`src/rtl/mips_mem_pkg.sv`:
```
// Shared types for the MEM-stage load/store path: access size encodings,
// the store read-modify-write state and the datapath width.
package mips_mem_pkg;

    localparam int WORD = 32;

    localparam logic [1:0] SZ_BYTE = 2'd0;
    localparam logic [1:0] SZ_HALF = 2'd1;
    localparam logic [1:0] SZ_WORD = 2'd2;
    localparam logic [1:0] SZ_ILL  = 2'd3;

    typedef enum logic {
        IDLE   = 1'b0,
        RMW_WR = 1'b1
    } state_t;

endpackage

```
`src/rtl/lane_mux.sv`:
```
// Big-endian lane select with sign/zero extension for loads, and lane insert for
// store merges; purely combinational, no flow control.
module lane_mux
    import mips_mem_pkg::*;
(
    input  logic [WORD-1:0] word_i,
    input  logic [1:0]      off_i,
    input  logic [1:0]      size_i,
    input  logic            unsigned_i,
    input  logic [15:0]     ins_i,
    output logic [WORD-1:0] ext_o,
    output logic [WORD-1:0] merged_o
);

    logic [4:0]  bsh;
    logic [4:0]  hsh;
    logic [7:0]  byte_sel;
    logic [15:0] half_sel;

    always_comb begin
        // Offset 0 is the most significant lane, so shift by (3-off) bytes.
        bsh      = {~off_i, 3'b000};
        hsh      = {~off_i[1], 4'b0000};
        byte_sel = 8'(word_i >> bsh);
        half_sel = 16'(word_i >> hsh);
        ext_o    = word_i;
        merged_o = word_i;
        case (size_i)
            SZ_BYTE: begin
                ext_o    = {{(WORD-8){~unsigned_i & byte_sel[7]}}, byte_sel};
                merged_o = (word_i & ~(WORD'(8'hFF) << bsh)) | (WORD'(ins_i[7:0]) << bsh);
            end
            SZ_HALF: begin
                ext_o    = {{(WORD-16){~unsigned_i & half_sel[15]}}, half_sel};
                merged_o = (word_i & ~(WORD'(16'hFFFF) << hsh)) | (WORD'(ins_i) << hsh);
            end
            default: ;
        endcase
    end

endmodule

```
`src/rtl/mem_access_unit.sv`:
```
// MEM-stage load/store unit: zero-latency loads and word stores; byte/half stores
// are a two-cycle read-modify-write that stalls the pipeline for the read cycle.
module mem_access_unit #(
    parameter int WORD      = mips_mem_pkg::WORD,
    parameter int MEM_BYTES = 1000
) (
    input  logic            clk,
    input  logic            reset,
    input  logic            req_valid,
    input  logic            req_write,
    input  logic [1:0]      req_size,
    input  logic            req_unsigned,
    input  logic [WORD-1:0] req_addr,
    input  logic [WORD-1:0] req_wdata,
    output logic [WORD-1:0] load_data,
    output logic            stall,
    output logic            addr_err,
    output logic [WORD-1:0] mem_addr,
    output logic [WORD-1:0] mem_wdata,
    output logic            mem_write,
    output logic            mem_read,
    input  logic [WORD-1:0] mem_rdata
);
    import mips_mem_pkg::*;

    localparam logic [WORD-1:0] ADDR_MAX = WORD'(MEM_BYTES - 4);

    state_t          state_q, state_d;
    logic [WORD-1:0] merge_q, merge_d;
    logic [WORD-1:0] addr_q, addr_d;
    logic [1:0]      off_q, off_d;
    logic [1:0]      size_q, size_d;
    logic [15:0]     wdata_q, wdata_d;
    logic            addr_err_q, addr_err_d;

    logic [1:0]      off;
    logic [WORD-1:0] word_addr;
    logic            err;

    logic [WORD-1:0] mux_word;
    logic [1:0]      mux_off;
    logic [1:0]      mux_size;
    logic            mux_unsigned;
    logic [15:0]     mux_ins;
    logic [WORD-1:0] mux_ext;
    logic [WORD-1:0] mux_merged;

    assign off       = req_addr[1:0];
    assign word_addr = {req_addr[WORD-1:2], 2'b00};
    assign addr_err  = addr_err_q;

    // Requests are ignored during RMW_WR, so only an IDLE request can fault.
    assign err = req_valid && (state_q == IDLE) &&
                 ((req_size == SZ_ILL) ||
                  ((req_size == SZ_HALF) && off[0]) ||
                  ((req_size == SZ_WORD) && (off != 2'b00)) ||
                  (req_addr > ADDR_MAX));

    always_comb begin
        mux_word     = mem_rdata;
        mux_off      = off;
        mux_size     = req_size;
        mux_unsigned = req_unsigned;
        mux_ins      = req_wdata[15:0];
        if (state_q == RMW_WR) begin
            mux_word = merge_q;
            mux_off  = off_q;
            mux_size = size_q;
            mux_ins  = wdata_q;
        end
    end

    lane_mux u_lane_mux (
        .word_i     (mux_word),
        .off_i      (mux_off),
        .size_i     (mux_size),
        .unsigned_i (mux_unsigned),
        .ins_i      (mux_ins),
        .ext_o      (mux_ext),
        .merged_o   (mux_merged)
    );

    always_comb begin
        state_d    = state_q;
        merge_d    = merge_q;
        addr_d     = addr_q;
        off_d      = off_q;
        size_d     = size_q;
        wdata_d    = wdata_q;
        addr_err_d = addr_err_q | err;
        stall      = 1'b0;
        mem_read   = 1'b0;
        mem_write  = 1'b0;
        mem_addr   = word_addr;
        mem_wdata  = req_wdata;
        load_data  = '0;
        case (state_q)
            IDLE: begin
                if (req_valid && !err) begin
                    if (!req_write) begin
                        mem_read  = 1'b1;
                        load_data = mux_ext;
                    end else if (req_size == SZ_WORD) begin
                        mem_write = 1'b1;
                    end else begin
                        mem_read = 1'b1;
                        stall    = 1'b1;
                        state_d  = RMW_WR;
                        merge_d  = mem_rdata;
                        addr_d   = word_addr;
                        off_d    = off;
                        size_d   = req_size;
                        wdata_d  = req_wdata[15:0];
                    end
                end
            end
            RMW_WR: begin
                mem_write = 1'b1;
                mem_addr  = addr_q;
                mem_wdata = mux_merged;
                state_d   = IDLE;
            end
            default: state_d = IDLE;
        endcase
        // Reset must kill a pending RMW write before the memory's negedge commit.
        if (reset) begin
            stall     = 1'b0;
            mem_read  = 1'b0;
            mem_write = 1'b0;
            load_data = '0;
        end
    end

    always_ff @(posedge clk or posedge reset) begin
        if (reset) begin
            state_q    <= IDLE;
            merge_q    <= '0;
            addr_q     <= '0;
            off_q      <= 2'b00;
            size_q     <= SZ_BYTE;
            wdata_q    <= '0;
            addr_err_q <= 1'b0;
        end else begin
            state_q    <= state_d;
            merge_q    <= merge_d;
            addr_q     <= addr_d;
            off_q      <= off_d;
            size_q     <= size_d;
            wdata_q    <= wdata_d;
            addr_err_q <= addr_err_d;
        end
    end

endmodule

```
`config.mk`:
```
export PLATFORM = sky130hd
export DESIGN_NAME = mem_access_unit
export DESIGN_NICKNAME = d
export VERILOG_FILES = /design/src/rtl/mips_mem_pkg.sv /design/src/rtl/lane_mux.sv /design/src/rtl/mem_access_unit.sv
export SDC_FILE = /design/constraint.sdc
export NUM_CORES = 1
export LEC_CHECK = 0
export CAP_MARGIN = 20
export CORE_AREA = 10 10 124 126
export CTS_BUF_LIST = sky130_fd_sc_hd__clkbuf_8 sky130_fd_sc_hd__clkbuf_16
export DETAILED_ROUTE_END_ITERATION = 8
export DIE_AREA = 0 0 134 136
export PLACE_DENSITY = 0.76
export SYNTH_ARGS = -nofsm -noshare
export SYNTH_HDL_FRONTEND = slang
export SYNTH_SLANG_ARGS = --single-unit
```
`constraint.sdc`:
```
create_clock -name clk -period 5.9 [get_ports clk]
set_clock_uncertainty 0.15 [all_clocks]
set_input_delay 1.77 -clock clk [delete_from_list [all_inputs] [get_ports clk]]
set_output_delay 1.77 -clock clk [all_outputs]
set_load 0.01 [all_outputs]
```
Word-level counts from Yosys, hierarchy flattened --
Cells that the tools add are included. W data, S select, Z words.
Storage, ports and cells: flip-flop bits (word level) 84, bits of input ports 103, output and inout port bits 100, logic and storage cells 71
Cells by class: order comparisons 1, equal/unequal tests 4, shift operators 6, muxes and demuxes 27, bitwise gates (word level) 14, reductions and logical operators 12
Operators with widths (count):
- $mux W32 | 7
- $pmux W32 S2 | 2
- $and A32 B32 Y32 | 2
- $not A32 Y32 | 2
- $or A32 B32 Y32 | 2
- $gt A32 B10 Y1 const B | 1
- $shl A16 B5 Y32 | 1
- $shl A16 B5 Y32 const A | 1
- $shl A8 B5 Y32 | 1
- $shl A8 B5 Y32 const A | 1
- $shr A32 B5 Y16 | 1
- $shr A32 B5 Y8 | 1
- $mux W16 | 1
- $mux W1 | 13
- $logic_and A1 B1 Y1 | 5
- $eq A2 B1 Y1 const B | 2
- $eq A2 B2 Y1 const B | 2
- $mux W2 | 2
- $not A1 Y1 | 4
- $pmux W1 S2 | 2
- $reduce_and A4 Y1 | 1
- $logic_or A1 B1 Y1 | 3
- $and A1 B1 Y1 | 2
- $logic_not A2 Y1 | 1
- other kinds (4) | 4

Longest topological paths before layout --
Gate-level depths: netlist (run 1).
depth after elaboration 11, depth in mapped cells 9, depth with buffers taken out 5

Modules after synthesis --
From an unflattened synthesis (run 1), not the netlist that was laid out.
Unflattened totals: cells, all modules 647, area, all modules 6701.4 um^2
Modules (own cells, without submodules):
- mem_access_unit | times used 1, cells each 428, area each 5009.8 um^2, sequential area each 2102.0 um^2
- lane_mux | times used 1, cells each 219, area each 1691.6 um^2, sequential area each 0.0 um^2

Least setup slack after synthesis (run 1) --
No wires, ideal clock.
path type input to output, start point in reset, end point out mem_write, arrival 4.013 ns, slack -0.033 ns, stages 3, cell sequence inv_1 > nand3_1 > o2bb2ai_1
On the way: longest elaborated chain between the ends 1
RTL lines:
- from (decl) | RTL line mem_access_unit.sv:8 | input logic reset,
- $mux W1 | RTL line mem_access_unit.sv:126 | if (reset) begin
- to (decl) | RTL line mem_access_unit.sv:20 | output logic mem_write,
No other way between the ends.

Final worst setup path (run 1) --
start point in req_addr[11], end point out load_data[1]
On the way: longest elaborated chain between the ends 8
RTL lines:
- from (decl) | RTL line mem_access_unit.sv:13 | input logic [WORD-1:0] req_addr,
- $gt A32 B10 Y1 | RTL line mem_access_unit.sv:57 | (req_addr > ADDR_MAX));
- $logic_or A1 B1 Y1 | RTL line mem_access_unit.sv:56 | ((req_size == SZ_WORD) && (off != 2'b00)) ||
- $logic_and A1 B1 Y1 | RTL line mem_access_unit.sv:53 | assign err = req_valid && (state_q == IDLE) &&
- $logic_not A1 Y1 | RTL line mem_access_unit.sv:99 | if (req_valid && !err) begin
- $logic_and A1 B1 Y1 | RTL line mem_access_unit.sv:99
- $mux W32 | RTL line mem_access_unit.sv:99
- $mux W32 | RTL line mem_access_unit.sv:97 | case (state_q)
- $mux W32 | RTL line mem_access_unit.sv:126
- to (decl) | RTL line mem_access_unit.sv:15 | output logic [WORD-1:0] load_data,
No other way between the ends.

==> reports/summary.txt, run 1 <==
WP data arrival: 4.03 ns
First-pass GRT wire length: 33,490 µm
Mapped Avg Cell Area: 9.927 µm²
Setup Crit Path Kind: input pin to output port
Final WS setup: -0.05249 ns
Port buffer count: 200
Cell internal pwr: 1.027 mW
Most instantiated cells after synthesis: mux2_2, dfrtp_1, nor2_1
Startpoint Class: input pin
Max-slew headroom: 0.3371
Area share of the largest cell type after synthesis: 0.3696
Max-cap violation count: 0
Sequential fraction of the synthesis area: 0.3696
Critical Path Fanout Max: 8
Core Area: 12,980 µm²
GP Congestion: 0.8967
Register Area: 2106 µm²
Pin count of the biggest net entering global routing: 76
Vias per inst: 5.781
DRC viols: 0
Status: complete, but fails checks
Sw Share: 0.2687
Worst path required time: 3.98 ns
Vias in the first global route: 6,015
Final slew viol count: 0
Total number of vias: 5,781
# IOs: 203
Antenna Violating Nets Remaining: 0
Comb pwr share: 0.214
Final Non-Filler Cells: 1,000
Wirelength per Cell: 22.20 µm
Die Ht: 136 µm
CP Capture Type: output port
DP HPWL: 16,500 µm
Number of fill cells in the layout: 1,037
Post-synth ARST share: 1.000
Leak: 3.962 nW
Mapped cell area: 5688 µm²
Synth area leader: dfrtp_1
Final setup violation count: 10
Peak VDD IR: 0.1106 mV
Fin. Hold Viols: 0
Final net count: 922
ANT cells: 0
Most numerous cell in the Yosys netlist: mux2_2
Hold slack: 0.3384 ns
Sequential power share: 0.410
Ranking of synthesized cells by area: dfrtp_1, mux2_2, mux2i_1
Syn Inst Count: 573
Clock-pin slew on the worst setup and hold paths: 0.06 ns
Max Fclk: 0.1680 GHz
Sink Count: 84
Synth unique cells: 51
Inst Count DP: 975
Die area: 18,220 µm²
DRT Pass-1 Iters: 5
Global route total overflow: 0
Initial Util: 0.4382
Die Width: 134 µm
First DRT Iteration DRCs: 464
Post-synth EDFFs: 0
Rows: 42
Synthesis-to-finish area growth: 54.58%
Yosys reg bits: 84
NetSw: 0.3773 mW
Yosys warning total: 0
Power Density: 159.7 nW/µm²
H-tree depth: 3
Violated checks: negative setup slack
Final Cycle Share: 1.009
Hold Path Class: register to register
Unrepaired setup endpoints after global routing: yes
Clock tree buffer depth: 2
CTS tree: done
CTS Root Cell: clkbuf_16
Footprint of the multi-input gates: 3603 µm²
CTS Buf Count: 9
Share of total power in the clock network: 0.375
Initial antenna violation count: 0
Total GRT Usage: 0.2315
Fin crit period: 5.952 ns
Drt total wl: 22,200 µm
# hold bufs at CTS: 0
Clk_lat worst skew: 0.33 ns
Share of cells above drive strength 1: 0.3653
Slew @ Worst Pin: 0.9944 ns
Post-synth top flop: dfrtp_1
-- final timing paths --
kind / startpoint / cells past startpoint / slack, ns / end
max in group asynchronous: reset / 3 / 2.60 / state_q
min in group asynchronous: reset / 2 / 1.68 / addr_q[24]
worst min-delay path: addr_err / 1 / 0.34 / addr_err
worst min register to register: addr_err / 1 / 0.34 / addr_err
worst max-delay path: req_addr[11] / 8 / -0.05 / load_data[1]
worst max register to register: state_q / 6 / 2.89 / wdata_q[9]
-- metrics by stage --
step / utilization / TNS, ns / area [µm²] / total power, mW / setup slack (ns)
after floorplan: - / 0 / 5695 / 0.6923 / 0.2718
after global placement: 0.6363 / -33.63 / 8259 / 0.8736 / -0.8456
after detailed placement: 0.6363 / -39.72 / 8259 / 0.8775 / -0.9891
after CTS: 0.6678 / -1.294 / 8668 / 1.407 / -0.09522
after global routing: 0.6774 / -2.331 / 8792 / 1.454 / -0.1351
final: 0.6774 / -0.1857 / 8792 / 1.404 / -0.05249
-- cells in the final DEF, fill, tap and decap left out, drive strengths merged, types with 2 or more instances in the layout --
master	synthesis	layout
buf	27	116
nand2b	2	2
a21oi	40	40
o22ai	5	5
clkbuf	20	11
a31oi	6	6
dfrtp	84	84
o21ai	19	19
a22o	4	4
a211oi	29	29
clkinvlp	0	2
a221oi	4	4
mux2	111	111
inv	7	8
clkdlybuf4s15	0	11
mux2i	48	48
nand2	19	19
nor2b	24	24
clkdlybuf4s50	0	115
nor3	9	9
nor4	9	9
a22oi	16	16
nand3	8	8
and2	6	6
dlymetal6s2s	0	14
conb	1	2
a222oi	3	3
clkinv	0	3
nor2	53	53
or3	2	2
dlygate4sd2	0	23
-- layout make-up --
cell class / count / area share
tap: 176 / 0.02505
sequential: 84 / 0.2395
inverter: 7 / 0.003415
multi-input combinational: 436 / 0.4098
clock inverter: 6 / 0.003842
clock buffer: 10 / 0.02718
timing repair buffer: 281 / 0.2912
-- state kept, by name (all words and copies together), names as in the netlist --
signal and flops:
off_q 2, addr_q 30, merge_q 32, state_q 1, wdata_q 16, addr_err 1
size_q 2
-- routing by layer --
layer,GRT usage,routed length [µm],vias up
li1,-,-,2627
met1,0.2808,8972,2837
met2,0.3824,10680,285
met3,0.07491,2076,32
met4,0.07376,477,0
met5,0,0,-
-- cell families after synthesis --
family | after synthesis | share of synthesized area
flops | 84 | 0.3696
buf+inv | 54 | 0.04619
mux | 159 | 0.3049
compound gates | 138 | 0.1601
other cells | 1 | 0.0006593
simple gates | 137 | 0.1186
-- critical path: stages --
cell and delay, ns:
dlygate4sd2_1 0.25, nor4_2 0.24, nand4_1 0.18, or3_4 0.42
or4_4 0.48, bufbuf_16 0.31, nor3_2 0.21, buf_2 0.17
-- power groups by stage --
stage / Sequential [mW] / Combinational [mW] / Clock (mW)
finish: 0.576 / 0.301 / 0.527
global route: 0.575 / 0.320 / 0.559
detailed placement: 0.587 / 0.291 / 0
global placement: 0.587 / 0.287 / 0
floorplan: 0.587 / 0.106 / 0
CTS: 0.576 / 0.296 / 0.535
-- timing repair --
| item | 4_1_cts | 5_1_grt |
|---|---|---|
| pin swaps | 23 | 10 |
| setup endpoints to repair | 66 | 47 |
| endpoints found under the hold margin | 0 | 0 |
| gates cloned | 3 | 0 |
| gates resized for setup | 241 | 39 |
| setup buffers | 4 | 2 |
Note: power is estimated with default switching activity, not from simulation.
==> run 2: changes to the inputs <==
Settings changed: CORE_AREA 10 10 124 126 to 10 10 123 125, DIE_AREA 0 0 134 136 to 0 0 133 135, PLACE_DENSITY 0.76 to 0.8.
==> run 2 against run 1 <==
Effect of this change:
- total power rose by 0.97%
- sequential share of layout area grew 0.20 points
- the flow now finishes without violations
- largest cell class unchanged
- die area fell by 1.5%
- highest routed layer unchanged
==> reports/summary.txt, run 2 (synthesis gave the netlist of run 1 again) <==
DP HPWL: 16,600 µm
Met2 WL: 10,550 µm
Slew @ Worst Pin: 0.8545 ns
Die Ht: 135 µm
Final setup violation count: 0
Final WS setup: 0.03344 ns
Worst reg2reg endpoint: merge_q[30]
First DRT Iteration DRCs: 522
Total number of vias: 5,724
# hold bufs at CTS: 0
Vias per inst: 5.759
Final Cycle Share: 0.9943
CTS Buf Count: 9
Drt total wl: 22,320 µm
Largest registers: merge_q x32, addr_q x30, wdata_q x16
Fin crit period: 5.867 ns
Clk_lat worst skew: 0.34 ns
CTS Root Cell: clkbuf_16
H-tree depth: 3
Max-cap violation count: 0
Global route total overflow: 0
Highest metal layer with signal wires: met4
Commonest non-fill, non-tap cell in the layout: clkdlybuf4s50_1
Share of cells above drive strength 1: 0.3723
Setup Crit Path Kind: input pin to output port
Max FFs per register: 32
Total GRT Usage: 0.2397
Setup crit end: load_data[1]
Clock tree buffer depth: 2
Worst r2r src: state_q
Setup TNS: 0 ns
Port buffer count: 200
DRC viols: 0
Metal3 WL: 2296 µm
Most flops, register: merge_q
Core Area: 12,570 µm²
First-pass GRT wire length: 34,590 µm
Max-slew headroom: 0.4303
Number of fill cells in the layout: 939
WP data arrival: 3.95 ns
DRT Pass-1 Iters: 5
GP Congestion: 0.9141
Final Util: 0.6937
Worst reg2reg path depth: 5
Vias in the first global route: 6,133
Worst path slowest cell: or4_4
Pre-CTS setup slack: -1.218 ns
Final net count: 920
CP Capture Type: output port
Critical Path Fanout Max: 5
Commonest cells after routing, fill and taps aside: clkdlybuf4s50_1, mux2_2, dfrtp_1
Worst path required time: 3.98 ns
Max Fclk: 0.1705 GHz
Final slew viol count: 0
Clock-pin slew on the worst setup and hold paths: 0.06 ns
Pin count of the biggest net entering global routing: 66
Initial antenna violation count: 0
Status: finished clean
Synthesis-to-finish area growth: 53.28%
# IOs: 203
Crit path launch: req_addr[3]
Leak: 3.900 nW
CTS tree: done
ANT cells: 0
Antenna Violating Nets Remaining: 0
Metal-1 WL: 8957 µm
Hold Path Class: register to register
Die area: 17,960 µm²
Power Density: 162.6 nW/µm²
Startpoint Class: input pin
Rows: 41
Wirelength per Cell: 22.46 µm
Crit path cell chain: clkdlybuf4s50_1 -> nor2_2 -> a211oi_2 -> or3_4 -> or4_4 -> buf_12 -> buf_6 -> nor3_4 -> buf_2
Initial Util: 0.4526
Critical Path Max Stage Delay: 0.49 ns
Peak VDD IR: 0.1073 mV
Fin. Hold Viols: 0
R2R Setup Slk: 3.33 ns
Die Width: 133 µm
Sink Count: 84
==> run 2: cell type report <==
cell class | instances | area [µm²] | area share
Multi-Input combinational cell | 436 | 3603 | 0.4133
Timing Repair Buffer | 279 | 2482 | 0.2847
Sequential cell | 84 | 2106 | 0.2415
Clock buffer | 11 | 252.7 | 0.02899
Tap cell | 172 | 215.2 | 0.02468
Inverter | 7 | 30.03 | 0.003444
Clock inverter | 5 | 28.78 | 0.003301
==> run 2: how the worst min path moves through the flow <==
stage / from / end / slack, ns / cells past startpoint
final: addr_err / addr_err / 0.34 / 1
after global routing: addr_q[12] / addr_q[12] / 0.37 / 1
after CTS: addr_err / addr_err / 0.35 / 1
after detailed placement: addr_err / addr_err / 0.33 / 1
after global placement: addr_err / addr_err / 0.32 / 1
after floorplan: addr_q[10] / addr_q[10] / 0.31 / 1
==> run 2: repair_timing <==
action / in CTS / in global routing
gates resized for setup: 261 / 43
endpoints found under the setup margin: 66 / 48
pin swaps: 19 / 14
setup buffers: 7 / 2
gates cloned: 3 / 0
==> run 2: metrics by stage <==
stage | total power, mW | cells | hold WS, ns | instance area (µm²)
final | 1.418 | 994 | 0.3390 | 8718
after global routing | 1.462 | 994 | 0.3669 | 8718
after floorplan | 0.6923 | 574 | 0.3084 | 5695
after global placement | 0.8707 | 968 | 0.3171 | 8207
after CTS | 1.413 | 993 | 0.3457 | 8657
after detailed placement | 0.8740 | 968 | 0.3314 | 8207
==> run 2: power breakdown <==
group	switching [mW]	leakage, nW	internal [mW]
clock network	0.236	0.144	0.305
logic	0.144	2.59	0.157
registers	0.000000721	1.16	0.576
==> run 2: critical path: cells and delay by family <==
family	cells	cell delay (ns)
AND/OR/NAND/NOR	4	1.13
buffers and inverters	4	0.93
AO/OA/AOI/OAI	1	0.09
==> run 2: metal layers <==
layer	GRT usage	vias to the layer above
met1	0.2894	2769
met3	0.08457	42
met4	0.08496	0
met5	0	-
met2	0.3871	291
li1	-	2622
